File: config.mk
export PLATFORM = sky130hd
export DESIGN_NAME = riscv_v_elastic_stage
export DESIGN_NICKNAME = d
export VERILOG_FILES = /design/src/rtl/riscv_v_elastic_stage.sv
export SDC_FILE = /design/constraint.sdc
export NUM_CORES = 1
export LEC_CHECK = 0
export ABC_AREA = 1
export BUFFER_PORTS_ARGS = -buffer_cell sky130_fd_sc_hd__buf_2
export CAP_MARGIN = 30
export CORE_MARGIN = 2
export CORE_UTILIZATION = 25
export DETAILED_ROUTE_END_ITERATION = 7
export PLACE_DENSITY = 0.52
export SETUP_SLACK_MARGIN = 0.05
export SYNTH_ARGS = -nofsm -noshare
export SYNTH_HDL_FRONTEND = slang
export SYNTH_SLANG_ARGS = --single-unit
File: constraint.sdc
create_clock -name clk -period 1.4 [get_ports clk]
set_input_delay 0.07 -clock clk [delete_from_list [all_inputs] [get_ports clk]]
set_output_delay 0.07 -clock clk [all_outputs]
set_load 0.01 [all_outputs]
File: src/rtl/riscv_v_elastic_stage.sv
// Valid/ready elastic buffer at the tail of the enable-driven vector stage chain.
// Holds up to DEPTH entries in order and drives stall for the upstream enables.
module riscv_v_elastic_stage #(
  parameter type DATA_T = logic,
  parameter int  DEPTH  = 2
) (
  input  logic                         clk,
  input  logic                         rst,
  input  logic                         flush,
  input  logic                         in_valid,
  input  DATA_T                        in_data,
  output logic                         in_ready,
  output logic                         out_valid,
  output DATA_T                        out_data,
  input  logic                         out_ready,
  output logic                         stall,
  output logic [$clog2(DEPTH+1)-1:0]   count,
  output logic                         full,
  output logic                         empty
);

  localparam int PTR_W = $clog2(DEPTH);
  localparam int CNT_W = $clog2(DEPTH+1);

  DATA_T              mem [DEPTH];
  logic [PTR_W-1:0]   rd_ptr;
  logic [PTR_W-1:0]   wr_ptr;
  logic               push;
  logic               pop;

  // Explicit wrap so non-power-of-two depths stay in range.
  function automatic logic [PTR_W-1:0] ptr_next(input logic [PTR_W-1:0] p);
    return (p == PTR_W'(DEPTH-1)) ? '0 : p + PTR_W'(1);
  endfunction

  assign full      = (count == CNT_W'(DEPTH));
  assign empty     = (count == '0);
  assign in_ready  = !full;
  assign out_valid = !empty;
  assign out_data  = mem[rd_ptr];
  assign stall     = in_valid && !in_ready;
  assign push      = in_valid && in_ready;
  assign pop       = out_valid && out_ready;

  always_ff @(posedge clk) begin
    if (rst) begin
      count  <= '0;
      rd_ptr <= '0;
      wr_ptr <= '0;
    end else if (flush) begin
      count  <= '0;
      rd_ptr <= '0;
      wr_ptr <= '0;
    end else begin
      if (push) wr_ptr <= ptr_next(wr_ptr);
      if (pop)  rd_ptr <= ptr_next(rd_ptr);
      if (push && !pop)      count <= count + CNT_W'(1);
      else if (pop && !push) count <= count - CNT_W'(1);
    end
  end

  // Storage is cleared on reset only; a flush leaves stale payloads behind out_valid=0.
  always_ff @(posedge clk) begin
    if (rst) begin
      for (int i = 0; i < DEPTH; i++) mem[i] <= '0;
    end else if (push && !flush) begin
      mem[wr_ptr] <= in_data;
    end
  end

  if (DEPTH < 2) begin : g_depth_chk
    $error("riscv_v_elastic_stage: DEPTH must be >= 2");
  end

`ifndef SYNTHESIS
  always_ff @(posedge clk) begin
    if (!rst) begin
      assert (!(push && full)) else $error("push while full");
      assert (!(pop && empty)) else $error("pop while empty");
      assert (count <= CNT_W'(DEPTH)) else $error("count exceeds DEPTH");
    end
  end
`endif

endmodule

==> run metrics <==
# DRC 0; largest net degree at the start of global routing 8; hold buffer count at cts 0; Yosys cell types 18; Tot GR Track Use under 10%; clock sink total 7; HP Class input pin to flop; vias in the first global route roughly 260; dominant cells by area after synthesis dfxtp_1 25%, edfxtp_1 15%, nand2_1 8.5%; sequential fraction of design power a little over two fifths; critical path startpoint count[1]; power share of the clock group 33.5%; asr flop ratio synth 0%; # fillers 167; Detailed Place HPWL ~530 um; Syn Inst Count 47; Via density 4.17; Power Dens Cells around 1000 nW/um^2; critical path class flop to output pin; ys flop type dfxtp_1; number of synthesis warnings 0; Max-Cap Viols 0; Seq. cell area roughly 170 um^2; initial antenna violation count 0; Final min period approximately 1.3 ns; #FFs+latches synth 7; first-pass GRT wire length approximately 1000 um; FMAX just under 800 MHz; # setup viols final 0; sequential share of the synthesized area roughly 40%; Commonest cells post-synth 9 x nand2_1, 6 x inv_1, 5 x dfxtp_1; Initial Util 26.5%; DIE WIDTH 44.0 um; crit path launch type flop; die height ~44 um; combinational power share between 20% and 30%; Final ANT Viol Nets 0; Multi-input gate area ~220 um^2; ant diodes 0; Clk pin slew, worst setup/hold paths roughly 0.050 ns; Critical Path AT roughly 1.2 ns; EDFF count, synth 2; Port Buf Inserts 13; cell internal pwr just under 0.4 mW; row count 14; post-route insts no fill roughly 80; DR iter-0 viols 1; post-synth top area cell dfxtp_1; CP required ~1.3 ns; Max FO, Critical Path 4; static leakage roughly 0.26 nW; Max Buffers Root-to-Sink 2; clock latency on the worst-skew pair roughly 0.25 ns; die area about 1900 um^2; HP Start flush; share of the synthesized area in the top cell type 25.1%; final hold violation count 0; pins over their slew limit 0; routed length per instance roughly 8 um; RSZ-0062 raised after global routing true; Core Box Area approximately 1500 um^2; setup_tns 0 ns; layout cells sized above 1 50.8%; Cells after DPL between 70 and 80; clk root buf clkbuf_4; H-tree depth 1; final clock skew approximately 0.0034 ns; Mean Syn Cell Area between 8 and 9 um^2; fin nets 73; CTS tree built; area grow syn2layout 36.1%; cts bufs inserted 3; routability cong. 0.635; mapped cell area between 300 and 400 um^2; Syn Nets between 50 and 60; switching power approximately 0.15 mW; Setup crit end kind output pin; most common cell in the synthesized netlist nand2_1; pin slew with the least headroom to its limit just under 0.2 ns; worst r2r src count[1]; num ports 14; Via Count ~340; Sw Ratio around 29%; Worst VDD drop between 400 and 500 uV; DRT Pass-1 Iters 3; relative slew slack between 80 and 90%; remaining global-route overflow 0; final wirelength between 600 and 700 um; post-route clock period utilization 91.0%; outcome complete, no violations
-- metrics by stage --
stage          hold slack (ns)  total power [mW]  area [um^2]  worst slack, ns  utilization (%)
2_1_floorplan            0.223             0.310          404           0.0561                -
3_3_place_gp             0.363             0.349          497           0.0745             33.0
3_5_place_dp             0.370             0.349          497           0.0656             33.0
4_1_cts                  0.101             0.536          523           0.0710             34.7
5_1_grt                  0.126             0.578          543           0.0432             36.0
6_report                 0.107             0.539          543            0.126             36.0
-- cell usage in the layout, fill, tap and decap left out --
master	count
o21ai_1	2
nand4_1	1
mux2_1	1
nor2_1	4
dfxtp_1	3
clkbuf_4	3
nor2_4	3
a21oi_1	2
clkinv_2	1
buf_2	13
dfxtp_2	1
nor2_8	1
nand2_1	9
ha_4	1
clkbuf_1	1
dfxtp_4	1
nor2_2	2
nand3_1	2
inv_2	3
inv_4	1
buf_4	1
nand3b_4	1
edfxtp_1	2
nand3_2	1
inv_1	5
-- power by group through the flow --
stage	Sequential, mW	Combinational [mW]	Clock [mW]
3_3_place_gp	0.233	0.116	0
3_5_place_dp	0.234	0.116	0
5_1_grt	0.233	0.141	0.203
2_1_floorplan	0.235	0.0759	0
6_report	0.231	0.128	0.180
4_1_cts	0.229	0.115	0.191
-- final timing paths --
kind | endpoint | slack [ns] | cells past startpoint
setup / recovery | stall | 0.13 | 6
hold / removal | count[1] | 0.11 | 4
setup reg to reg | count[1] | 0.14 | 9
hold reg to reg | wr_ptr | 0.49 | 2
-- worst max-delay path, stage by stage (launching register included) --
cell and delay, ns:
dfxtp_4 0.37, inv_2 0.05, nor2_4 0.17, buf_4 0.15, inv_2 0.03, nor2_1 0.07, buf_2 0.13
-- layer usage --
| layer | up-vias | track usage (%) | share of wire, % |
|---|---|---|---|
| li1 | 188 | - | - |
| met1 | 137 | 10.4 | 50 |
| met2 | 11 | 8.82 | 40 |
| met3 | 2 | 3.75 | 7.5 |
| met4 | 0 | 5.45 | 2.3 |
| met5 | - | 0 | 0 |
-- what timing repair did --
item | 4_1_cts | 5_1_grt
pin swaps | 1 | 1
gates resized for setup | 0 | 4
setup endpoints to repair | 1 | 2
setup buffers | 0 | 0
-- cell type report --
type,count,area share (%)
repair buffers,14,13.4
inverters,10,7.60
multi-input cells,30,40.1
flip-flops and latches,7,30.4
well taps,16,3.69
clock buffers,4,4.84
-- logic make-up (layout without fill, tap and decap cells) --
| family | count (synthesis) | count (layout) | synth area share, % |
|---|---|---|---|
| compound gates | 4 | 4 | 5.02 |
| flops | 7 | 7 | 40.1 |
| mux | 1 | 1 | 2.82 |
| buf+inv | 10 | 28 | 9.72 |
| fa+ha+maj | 1 | 1 | 3.13 |
| simple gates | 24 | 24 | 39.2 |
Note: power is estimated with default switching activity, not from simulation.
